--- src/rtl/fetch_ctrl_if.sv ---
// Bus bundle between the fetch controller and its environment: redirect/enable
// inputs, the I-cache request/response port and the fetch-queue write side.
interface fetch_ctrl_if #(
    parameter int ADDR_WIDTH = 32,
    parameter int DEPTH      = 64,
    parameter int LINE_WIDTH = 128
) ();
    localparam int CW = $clog2(DEPTH) + 1;

    logic                  enable;
    logic                  redirect_valid;
    logic [ADDR_WIDTH-1:0] redirect_pc;
    logic                  ic_req;
    logic [ADDR_WIDTH-1:0] ic_addr;
    logic                  ic_gnt;
    logic                  ic_rvalid;
    logic [LINE_WIDTH-1:0] ic_rdata;
    logic                  fq_push;
    logic [LINE_WIDTH-1:0] fq_data;
    logic                  fq_flush;
    logic [1:0]            fq_offset;
    logic [CW-1:0]         fq_wp;
    logic [CW-1:0]         fq_rp;
    logic                  busy;
    logic [ADDR_WIDTH-1:0] pc;

    modport master (
        input  enable, redirect_valid, redirect_pc, ic_gnt, ic_rvalid, ic_rdata,
               fq_wp, fq_rp,
        output ic_req, ic_addr, fq_push, fq_data, fq_flush, fq_offset, busy, pc
    );

    modport slave (
        output enable, redirect_valid, redirect_pc, ic_gnt, ic_rvalid, ic_rdata,
               fq_wp, fq_rp,
        input  ic_req, ic_addr, fq_push, fq_data, fq_flush, fq_offset, busy, pc
    );
endinterface

--- src/rtl/fetch_ctrl.sv ---
// Fetch controller: issues one line-aligned I-cache request at a time when the
// fetch queue has room for a full line, pushes responses, flushes on redirect.
module fetch_ctrl #(
    parameter int ADDR_WIDTH = 32,
    parameter int DEPTH      = 64,
    parameter int LINE_WIDTH = 128
) (
    input  logic         clk,
    input  logic         reset,
    fetch_ctrl_if.master bus
);
    localparam int CW = $clog2(DEPTH) + 1;

    typedef enum logic [1:0] {
        IDLE = 2'd0,
        REQ  = 2'd1,
        WAIT = 2'd2,
        DROP = 2'd3
    } state_t;

    state_t                state_r;
    logic [ADDR_WIDTH-1:0] pc_r;
    logic [CW-1:0]         occ_s;
    logic                  room_s;
    logic                  req_s;
    logic                  push_s;
    logic                  flush_s;
    logic [ADDR_WIDTH-1:0] line_s;

    // Queue occupancy, room check and the per-cycle handshake strobes.
    always_comb begin
        occ_s   = bus.fq_wp - bus.fq_rp;
        room_s  = (occ_s <= CW'(DEPTH - 4));
        line_s  = {pc_r[ADDR_WIDTH-1:4], 4'b0000};
        req_s   = 1'b0;
        push_s  = 1'b0;
        flush_s = 1'b0;
        if (reset) begin
            flush_s = bus.redirect_valid;
            req_s   = (state_r == REQ) && room_s && !bus.redirect_valid;
            push_s  = (state_r == WAIT) && bus.ic_rvalid && !bus.redirect_valid;
        end else begin
            req_s   = 1'b0;
            push_s  = 1'b0;
            flush_s = 1'b0;
        end
    end

    assign bus.ic_req    = req_s;
    assign bus.ic_addr   = line_s;
    assign bus.fq_push   = push_s;
    assign bus.fq_data   = bus.ic_rdata;
    assign bus.fq_flush  = flush_s;
    assign bus.fq_offset = flush_s ? bus.redirect_pc[3:2] : 2'b00;
    assign bus.busy      = (state_r != IDLE);
    assign bus.pc        = pc_r;

    // Sequencer state and fetch PC; a redirect overrides every other transition.
    always_ff @(posedge clk) begin
        if (!reset) begin
            state_r <= IDLE;
            pc_r    <= '0;
        end else if (bus.redirect_valid) begin
            pc_r <= bus.redirect_pc;
            case (state_r)
                IDLE:       state_r <= bus.enable ? REQ : IDLE;
                // a grant in the redirect cycle still owes us a response
                REQ:        state_r <= (bus.ic_gnt && room_s) ? DROP : REQ;
                WAIT, DROP: state_r <= bus.ic_rvalid ? REQ : DROP;
                default:    state_r <= IDLE;
            endcase
        end else begin
            case (state_r)
                IDLE: begin
                    if (bus.enable) state_r <= REQ;
                    else            state_r <= IDLE;
                end
                REQ: begin
                    if (req_s && bus.ic_gnt)         state_r <= WAIT;
                    else if (!bus.enable && !req_s)  state_r <= IDLE;
                    else                             state_r <= REQ;
                end
                WAIT: begin
                    if (bus.ic_rvalid) begin
                        pc_r    <= line_s + ADDR_WIDTH'(16);
                        state_r <= bus.enable ? REQ : IDLE;
                    end else begin
                        state_r <= WAIT;
                    end
                end
                DROP: begin
                    if (bus.ic_rvalid) state_r <= bus.enable ? REQ : IDLE;
                    else               state_r <= DROP;
                end
                default: state_r <= IDLE;
            endcase
        end
    end

    fetch_ctrl_chk u_chk (
        .clk      (clk),
        .reset    (reset),
        .waiting  ((state_r == WAIT) || (state_r == DROP)),
        .ic_rvalid(bus.ic_rvalid),
        .fq_push  (push_s),
        .fq_flush (flush_s)
    );
endmodule

// Protocol checks: responses only while one is outstanding, push/flush exclusive.
module fetch_ctrl_chk (
    input logic clk,
    input logic reset,
    input logic waiting,
    input logic ic_rvalid,
    input logic fq_push,
    input logic fq_flush
);
    a_rvalid_outstanding: assert property (@(posedge clk) disable iff (!reset)
        ic_rvalid |-> waiting);
    a_push_flush_excl: assert property (@(posedge clk) disable iff (!reset)
        !(fq_push && fq_flush));
endmodule

--- src/flat_wrapper.sv ---
// flat-port wrapper written by rule: the top's interface ports become plain ports
module fetch_ctrl_flat 
#(
    parameter int ADDR_WIDTH = 32,
    parameter int DEPTH      = 64,
    parameter int LINE_WIDTH = 128
)
  (clk, reset, bus_enable, bus_redirect_valid, bus_redirect_pc, bus_ic_gnt, bus_ic_rvalid, bus_ic_rdata, bus_fq_wp, bus_fq_rp, bus_ic_req, bus_ic_addr, bus_fq_push, bus_fq_data, bus_fq_flush, bus_fq_offset, bus_busy, bus_pc);
  fetch_ctrl_if #(.ADDR_WIDTH(ADDR_WIDTH), .DEPTH(DEPTH), .LINE_WIDTH(LINE_WIDTH)) bus_i ();
  input  logic clk;
  input  logic reset;
  input wire logic [$bits(bus_i.enable)-1:0] bus_enable;
  input wire logic [$bits(bus_i.redirect_valid)-1:0] bus_redirect_valid;
  input wire logic [$bits(bus_i.redirect_pc)-1:0] bus_redirect_pc;
  input wire logic [$bits(bus_i.ic_gnt)-1:0] bus_ic_gnt;
  input wire logic [$bits(bus_i.ic_rvalid)-1:0] bus_ic_rvalid;
  input wire logic [$bits(bus_i.ic_rdata)-1:0] bus_ic_rdata;
  input wire logic [$bits(bus_i.fq_wp)-1:0] bus_fq_wp;
  input wire logic [$bits(bus_i.fq_rp)-1:0] bus_fq_rp;
  output wire logic [$bits(bus_i.ic_req)-1:0] bus_ic_req;
  output wire logic [$bits(bus_i.ic_addr)-1:0] bus_ic_addr;
  output wire logic [$bits(bus_i.fq_push)-1:0] bus_fq_push;
  output wire logic [$bits(bus_i.fq_data)-1:0] bus_fq_data;
  output wire logic [$bits(bus_i.fq_flush)-1:0] bus_fq_flush;
  output wire logic [$bits(bus_i.fq_offset)-1:0] bus_fq_offset;
  output wire logic [$bits(bus_i.busy)-1:0] bus_busy;
  output wire logic [$bits(bus_i.pc)-1:0] bus_pc;
  assign bus_i.enable = bus_enable;
  assign bus_i.redirect_valid = bus_redirect_valid;
  assign bus_i.redirect_pc = bus_redirect_pc;
  assign bus_i.ic_gnt = bus_ic_gnt;
  assign bus_i.ic_rvalid = bus_ic_rvalid;
  assign bus_i.ic_rdata = bus_ic_rdata;
  assign bus_i.fq_wp = bus_fq_wp;
  assign bus_i.fq_rp = bus_fq_rp;
  assign bus_ic_req = bus_i.ic_req;
  assign bus_ic_addr = bus_i.ic_addr;
  assign bus_fq_push = bus_i.fq_push;
  assign bus_fq_data = bus_i.fq_data;
  assign bus_fq_flush = bus_i.fq_flush;
  assign bus_fq_offset = bus_i.fq_offset;
  assign bus_busy = bus_i.busy;
  assign bus_pc = bus_i.pc;
  fetch_ctrl #(.ADDR_WIDTH(ADDR_WIDTH), .DEPTH(DEPTH), .LINE_WIDTH(LINE_WIDTH)) u_core (.clk(clk), .reset(reset), .bus(bus_i));
endmodule
--- config.mk ---
export PLATFORM = sky130hd
export DESIGN_NAME = fetch_ctrl_flat
export DESIGN_NICKNAME = d
export VERILOG_FILES = /design/src/rtl/fetch_ctrl_if.sv /design/src/rtl/fetch_ctrl.sv /design/src/flat_wrapper.sv
export SDC_FILE = /design/constraint.sdc
export NUM_CORES = 1
export LEC_CHECK = 0
export CAP_MARGIN = 15
export CORE_AREA = 2 2 145 147
export DETAILED_ROUTE_END_ITERATION = 16
export DIE_AREA = 0 0 147 149
export PLACE_DENSITY_LB_ADDON = 0.3
export SETUP_SLACK_MARGIN = 0.02
export SLEW_MARGIN = 10
export SYNTH_ARGS = -nofsm -noshare
export SYNTH_HDL_FRONTEND = slang
export SYNTH_SLANG_ARGS = --single-unit
--- constraint.sdc ---
create_clock -name clk -period 2.4 [get_ports clk]
set_clock_uncertainty 0.2 [all_clocks]
set_input_delay 0.48 -clock clk [delete_from_list [all_inputs] [get_ports clk]]
set_output_delay 0.48 -clock clk [all_outputs]
set_load 0.05 [all_outputs]
======== After elaboration in Yosys (flattened, before gate mapping) ========
Cells that the tools add are included.
storage, ports and cells
  bits in registers ....................... 34
  bits of input ports ..................... 180
  output and inout port bits .............. 198
  word-level logic and storage cells ...... 41
cells by class
  add/sub/neg operators ................... 2
  magnitude comparators ................... 1
  equal/unequal tests ..................... 3
  muxes and demuxes ....................... 17
  reductions and logical operators ........ 16
operator list
  cell                                                                              count
  32-bit 2-to-1 mux                                                                 3
  32-bit by 5-bit adder with 32-bit output, second input constant                   1
  2-bit 2-to-1 mux                                                                  7
  2-bit one-hot mux with 4 select lines                                             1
  7-bit by 6-bit less-or-equal comparator with 1-bit output, second input constant  1
  1-bit logical AND                                                                 7
  7-bit subtractor                                                                  1
  2-bit one-hot mux with 3 select lines                                             1
  2-bit nonzero test                                                                3
  1-bit 2-to-1 mux                                                                  5
  2-bit == test, second input constant                                              2
  1-bit logical NOT                                                                 3
  2-bit by 1-bit == test with 1-bit output, second input constant                   1
  2-bit logical NOT                                                                 1
  2-bit AND reduction                                                               1
  2-bit OR reduction                                                                1

======== Logic depth before layout (Yosys ltp) ========
Gate-level depths: netlist (run 1).
  depth in word-level cells ............... 11
  depth in mapped cells ................... 8
  depth with buffers taken out ............ 8

======== Worst setup path after synthesis (run 1) ========
Ideal clock, no wire load.
  path kind ............................... in2out
  start ................................... in bus_fq_rp[1]
  end ..................................... out bus_ic_req
  arrival ................................. 2.138 ns
  required time ........................... 1.720 ns
  setup slack ............................. -0.418 ns
  stages on the path ...................... 8
  buffers on the path ..................... 0
  cell sequence ........................... inv_1 > ha_1 > nor2b_1 > o211ai_1 > a32oi_1 > xnor2_1 > nand2_1 > nor2_1
between the ends
  cells in the longest elaborated chain, start to end .. 5
RTL lines
  element                                                    RTL line            text
  from (decl)                                                flat_wrapper.sv:19  input wire logic [$bits(bus_i.fq_rp)-1:0] bus_fq_rp;
  7-bit subtractor                                           fetch_ctrl.sv:32    occ_s = bus.fq_wp - bus.fq_rp;
  7-bit by 6-bit less-or-equal comparator with 1-bit output  fetch_ctrl.sv:33    room_s = (occ_s <= CW'(DEPTH - 4));
  1-bit logical AND (2 in a row)                             fetch_ctrl.sv:40    req_s = (state_r == REQ) && room_s && !bus.redirect_valid;
  1-bit 2-to-1 mux                                           fetch_ctrl.sv:38    if (reset) begin
  to (decl)                                                  flat_wrapper.sv:20  output wire logic [$bits(bus_i.ic_req)-1:0] bus_ic_req;
Every way passes these cells.

======== Final worst setup path (run 1) ========
Ends and elaborated chain as after synthesis.

==> impl_metrics.toml, run 1 <==
[placed_design]
hpwl_mm = 8.402
io_buffer_count = 117
place_congestion = 0.6767
dp_cells = 677
placed_area_um2 = 3865

[cts]
cts_buffer_depth = 2
clkLatencyLatePin_ns = 0.28
cts_root_buf = "clkbuf_16"
numCtsBuffers = 5
h-tree-depth = 2
cts_tree = "yes"
path_clk_slew_ns = 0.06
numClockSinks = 34

[critical_path]
cp_max_fo = 2
critPathTopFamily = "simple AND/OR/NAND/NOR gates"
start_kind = "input pin"
crit_arrival_ns = 1.85
cp_data_required_time_ns = 1.72
slowest_stage = "ha_4"
worstPathCellList = "buf_8 -> inv_8 -> ha_4 -> nor2b_4 -> o211ai_1 -> a32oi_1 -> xnor2_1 -> nand2_2 -> nor2_4 -> buf_12"
path_class = "in -> out"
endpoint_kind = "output pin"
critical_path_buf_inv_count = 3
max_stage_delay_ns = 0.25

[cells_and_area]
antenna_cells = 0
fin_area_um2 = 4115
drive_above_1_share_pct = 19.66
syn2layout_area_growth_pct = 24.35
fin_nets = 603
final_cells = 692

[drt]
postRouteWirelength_mm = 10.51
antenna_left = 0
wl_per_cell_um = 15.19
routed-via-count = 2675
drcViolationCount = 0
viasPerCell = 3.866
first_pass_iters = 4
first_iter_violations = 55

[yosys]
synthCells = 434
synth_top_area_share_pct = 36.29
yosys_warnings = 0
synth_seq_cells = 34
synth_area_um2 = 3309
syn_area_per_cell_um2 = 7.625
synthTopCellsByArea = "buf_4 36%, dfxtp_1 21%, o21ai_0 5.1%, nand2_1 4.4%, xnor2_1 4.2%"
synth.largest_area_cell = "buf_4"
ys_seq_area_share_pct = 20.57
synth_edf_count = 0
synthFlopType = "dfxtp_1"
async_reset_ff_share_pct = 0
yosys.cell_types.count = 38

[floorplan]
die_y_um = 149
io_pins = 378
rows = 53
die-area_um2 = 21900
die_w_um = 147
start_util_pct = 16.10
core_area_um2 = 20560

[pwr]
p_leak_nw = 1.533
total_power_mw = 2.147
p_per_area_nw_per_um2 = 521.8
ir_worst_vdd_mv = 0.1937

[global_route]
overflow = 0
grt_use_total_pct = 9.374
first_global_vias = 2725
grt_start_max_net_pins = 40
antenna_found_initial = 0
grt_pass1_wl_mm = 15.76

[timing]
finalCritPeriodShare_pct = 105.2
relSlewSlack_pct = 64.17
finalSetupViolCount = 1
drv_slew = 0
rsz0062_at_grt = "yes"
hold_violations = 0
fin_ws_ns = -0.1259
worst_pin_slew_ns = 0.5358
fmax_mhz = 395.9
period_minus_slack_ns = 2.526
setup_tns_ns = -0.1259

[worst_hold_path]
hp-class = "reg -> reg"

[run]
drv_cap = 0

[outcome]
outcome = "finished with violations"
violations = "negative setup slack"
-- layout make-up --
| type | instances | area (µm²) |
|---|---|---|
| well taps | 275 | 344.1 |
| repair buffers | 147 | 1440 |
| fillers | 2296 | 16440 |
| inverters | 13 | 56.30 |
| clock buffers | 8 | 166.4 |
| flip-flops and latches | 34 | 680.7 |
| multi-input cells | 215 | 1428 |
-- power by group --
group	internal [mW]	switching, mW
sequential	0.603	0.0523
combinational	0.329	0.439
clock	0.470	0.254
total	1.40	0.746
-- kinds of logic (layout without fill, tap and decap cells) --
logic type | count (synthesis) | in the layout | synth area share, %
other cells | 1 | 4 | 0.1133
compound gates | 67 | 67 | 11.49
flops | 34 | 34 | 20.57
simple gates | 106 | 106 | 17.47
buf+inv | 188 | 168 | 39.51
xor+xnor | 31 | 31 | 8.204
fa+ha+maj | 7 | 7 | 2.646
-- flip-flops by register name (all words and copies together), names as in the netlist --
| register | cells |
|---|---|
| u_core.state_r | 2 |
| u_core.bus.pc | 32 |
-- timing repair --
item                                    in CTS  in global routing
endpoints found under the setup margin       6                  5
gates resized for setup                     50                  3
hold endpoints to repair                     0                  0
pin swaps                                   11                  5
hold buffers                                 0                  0
setup buffers                                7                  1
-- final timing paths --
kind                            depth (start not counted)                      startpoint  slack, ns                             end
worst min register to register                          2  u_core.bus.pc[12]$_SDFFE_PN0P_       0.36  u_core.bus.pc[12]$_SDFFE_PN0P_
worst min-delay path                                    2  u_core.bus.pc[12]$_SDFFE_PN0P_       0.36  u_core.bus.pc[12]$_SDFFE_PN0P_
worst max-delay path                                   10                    bus_fq_rp[1]      -0.13                      bus_ic_req
worst max register to register                          8   u_core.bus.pc[5]$_SDFFE_PN0P_       0.21  u_core.bus.pc[24]$_SDFFE_PN0P_
-- layer usage --
metal	GRT usage, %	vias up	share of wire (%)
li1	-	1236	-
met5	0	-	0
met3	4.526	68	11
met1	9.671	1207	36
met2	15.47	164	47
met4	5.721	0	5.4
-- Yosys cell counts, types with 2 or more instances --
| cell | n |
|---|---|
| buf_4 | 160 |
| inv_1 | 12 |
| nand4_1 | 12 |
| o211a_1 | 3 |
| or2_2 | 3 |
| nor2b_1 | 3 |
| nand3_1 | 9 |
| nand2_1 | 39 |
| nor3_1 | 2 |
| o31ai_1 | 2 |
| and3_1 | 9 |
| o2bb2ai_1 | 2 |
| xnor2_1 | 16 |
| o21ai_0 | 34 |
| dfxtp_1 | 34 |
| xor2_1 | 15 |
| a21oi_1 | 20 |
| ha_1 | 7 |
| clkbuf_1 | 14 |
| nor2_1 | 11 |
| and2_1 | 9 |
| nor4_2 | 2 |
-- metrics by stage --
stage | hold slack (ns) | setup WS (ns) | util, %
after floorplan | 0.4178 | -0.02034 | -
after global placement | 0.3468 | -0.6845 | 18.80
after detailed placement | 0.3586 | -0.6907 | 18.80
after CTS | 0.3654 | -0.1386 | 20.09
after global routing | 0.3819 | -0.1856 | 20.02
final | 0.3647 | -0.1259 | 20.02
-- tightest hold or removal path, delay by kind of cell (launching register included) --
family             cells  cell delay, ns
AOI/OAI and AO/OA      2            0.15
DFF                    1            0.36
-- layout by cell type, fill, tap and decap left out, types with 2 or more instances in the layout --
| master | count |
|---|---|
| dfxtp_1 | 34 |
| and2_1 | 9 |
| buf_2 | 2 |
| nor4_2 | 2 |
| o21ai_0 | 33 |
| and3_1 | 8 |
| buf_4 | 33 |
| xnor2_1 | 16 |
| xor2_1 | 15 |
| nand2_1 | 38 |
| conb_1 | 4 |
| inv_2 | 4 |
| inv_1 | 7 |
| o31ai_1 | 2 |
| clkdlybuf4s15_1 | 4 |
| nand3_1 | 9 |
| clkbuf_8 | 3 |
| nor2_1 | 10 |
| clkbuf_16 | 5 |
| nand4_1 | 12 |
| or2_2 | 3 |
| nor2_4 | 2 |
| clkbuf_2 | 3 |
| nor3_1 | 2 |
| o2bb2ai_1 | 2 |
| a21oi_1 | 20 |
| o211a_1 | 3 |
| clkdlybuf4s50_1 | 94 |
| ha_4 | 5 |
| buf_12 | 7 |
No activity file was read; power rests on OpenSTA's default activity.
==> run 2, diff against run 1 <==
--- a/config.mk
+++ b/config.mk
@@ -10,7 +10,6 @@
 export DETAILED_ROUTE_END_ITERATION = 16
 export DIE_AREA = 0 0 147 149
 export PLACE_DENSITY_LB_ADDON = 0.3
-export SETUP_SLACK_MARGIN = 0.02
 export SLEW_MARGIN = 10
 export SYNTH_ARGS = -nofsm -noshare
 export SYNTH_HDL_FRONTEND = slang
==> run 2 against run 1 <==
The run still ends with negative setup slack left. First-iteration DRC count grew 36%. Critical path depth is the same. Power grew 0.20%. Clock power is essentially flat. Maximum frequency is essentially flat. Cell area grew 0.30%. Global-route usage is the same. Worst hold slack is essentially flat. Sequential share of layout area shrank 0.050 points. Core utilization grew 0.061 points. Non-clock buffer count is the same. Critical endpoint unchanged. Highest routed layer unchanged.
==> impl_metrics.toml, run 2 (same netlist as run 1, synthesis figures left out) <==
[worst_hold_path]
whs_path_depth = 2
hp-class = "reg -> reg"
worstHoldStart = "u_core.bus.pc[12]$_SDFFE_PN0P_"
min_to = "u_core.bus.pc[12]$_SDFFE_PN0P_"

[floorplan]
start_util_pct = 16.10
die_y_um = 149
die-area_um2 = 21900
die_w_um = 147
rows = 53
core_area_um2 = 20560
io_pins = 378

[outcome]
outcome = "finished with violations"
violations = "negative setup slack"

[cts]
cts_buffer_depth = 2
clkLatencyLatePin_ns = 0.28
numClockSinks = 34
numCtsBuffers = 5
path_clk_slew_ns = 0.06
cts_root_buf = "clkbuf_16"
h-tree-depth = 2
hold_buffers = 0
cts_tree = "yes"

[drt]
first_pass_iters = 4
postRouteWirelength_mm = 10.57
routed-via-count = 2690
drcViolationCount = 0
antenna_left = 0
first_iter_violations = 75
wl_per_cell_um = 15.27
viasPerCell = 3.887

[timing]
rsz0062_at_grt = "yes"
finalCritPeriodShare_pct = 105.2
worst_pin_slew_ns = 0.5366
finalSetupViolCount = 2
setup_tns_ns = -0.1274
fmax_mhz = 395.9
hold_violations = 0
period_minus_slack_ns = 2.526
relSlewSlack_pct = 64.11
fin_ws_ns = -0.1259
drv_slew = 0

[critical_path]
r2r_end = "u_core.bus.pc[24]$_SDFFE_PN0P_"
path_class = "in -> out"
max_stage_delay_ns = 0.25
worst-path-stages = 10
slowest_stage = "ha_4"
endpoint_kind = "output pin"
crit_arrival_ns = 1.85
worstPathCellList = "buf_8 -> inv_8 -> ha_4 -> nor2b_4 -> o211ai_1 -> a32oi_1 -> xnor2_1 -> nand2_2 -> nor2_4 -> buf_12"
start_kind = "input pin"
reg2reg_depth = 8
rrSetupSlack_ns = 0.21
critical_path_buf_inv_count = 3
cp_max_fo = 2
cp_data_required_time_ns = 1.72
critPathTopFamily = "simple AND/OR/NAND/NOR gates"
r2r-start = "u_core.bus.pc[5]$_SDFFE_PN0P_"

[global_route]
first_global_vias = 2725
grt_start_max_net_pins = 40
antenna_found_initial = 0
grt_use_total_pct = 9.374
grt_pass1_wl_mm = 15.76
overflow = 0

[cells_and_area]
fin_nets = 603
syn2layout_area_growth_pct = 24.73
multi_input_area_um2 = 1436
fin_util_pct = 20.08
final_cell_mix = "94 x clkdlybuf4s50_1, 38 x nand2_1, 34 x dfxtp_1, 33 x o21ai_0, 33 x buf_4"
n_fill_cell = 2295
largest_register_ffs = 32
antenna_cells = 0
mostFrequentLayoutCell = "clkdlybuf4s50_1"
drive_above_1_share_pct = 19.66
regArea_um2 = 680.7

[pwr]
power_frac_seq_pct = 30.4
power_frac_clock_pct = 33.8
p_leak_nw = 1.553
ir_worst_vdd_mv = 0.1951
combPwrFrac_pct = 35.8
cellInternalPower_mw = 1.402
power_switching_mw = 0.7496
p_per_area_nw_per_um2 = 521.3
sw_frac_of_total_pct = 34.83

[placed_design]
hpwl_mm = 8.402
io_buffer_count = 117
place_congestion = 0.6767
pre_cts_ws_ns = -0.6907

[run]
drv_cap = 0
==> run 2: timing repair <==
action,in CTS,in global routing
gates resized for setup,49,5
pin swaps,11,5
buffers inserted,7,1
endpoints found under the setup margin,5,8
==> run 2: area by class of cell <==
class | count | area share, %
clock buffers | 8 | 4.032
flip-flops and latches | 34 | 16.49
multi-input cells | 215 | 34.80
inverters | 13 | 1.364
repair buffers | 147 | 34.98
well taps | 275 | 8.336
==> run 2: power groups by stage <==
stage / logic [mW] / clock network [mW] / registers (mW)
global route: 0.819 / 0.781 / 0.662
global placement: 0.733 / 0 / 0.666
detailed placement: 0.735 / 0 / 0.668
CTS: 0.777 / 0.753 / 0.656
floorplan: 0.924 / 0 / 0.777
finish: 0.769 / 0.727 / 0.655
==> run 2: worst max-delay path by stage <==
stage / to / startpoint / slack [ns]
finish: bus_ic_req / bus_fq_rp[1] / -0.13
global route: bus_ic_req / bus_fq_rp[5] / -0.19
global placement: bus_ic_req / bus_fq_rp[1] / -0.68
CTS: bus_ic_req / bus_fq_rp[1] / -0.14
floorplan: bus_ic_req / bus_fq_rp[1] / -0.02
detailed placement: bus_ic_req / bus_fq_rp[1] / -0.69
==> run 2: worst register-to-register path: stages, from the launching register on <==
cell     delay, ns
dfxtp_1       0.44
ha_1          0.28
nand4_1       0.30
nor4_4        0.24
buf_4         0.19
nand2_1       0.08
nor2_1        0.13
xnor2_1       0.13
a21oi_1       0.08
==> run 2: routing by layer <==
metal	global-route usage (%)	up-vias	share of wire [%]
met3	4.526	70	12
met5	0	-	0
met2	15.47	176	47
met4	5.721	0	5.4
met1	9.671	1210	36
li1	-	1234	-
==> run 2: per-stage QoR <==
stage	cell area, µm²	hold slack, ns	power, mW	std cells
6_report	4128	0.3649	2.152	692
2_1_floorplan	3373	0.4178	1.701	437
5_1_grt	4128	0.3819	2.262	692
3_3_place_gp	3865	0.3468	1.399	677
3_5_place_dp	3865	0.3586	1.403	677
4_1_cts	4131	0.3654	2.186	692
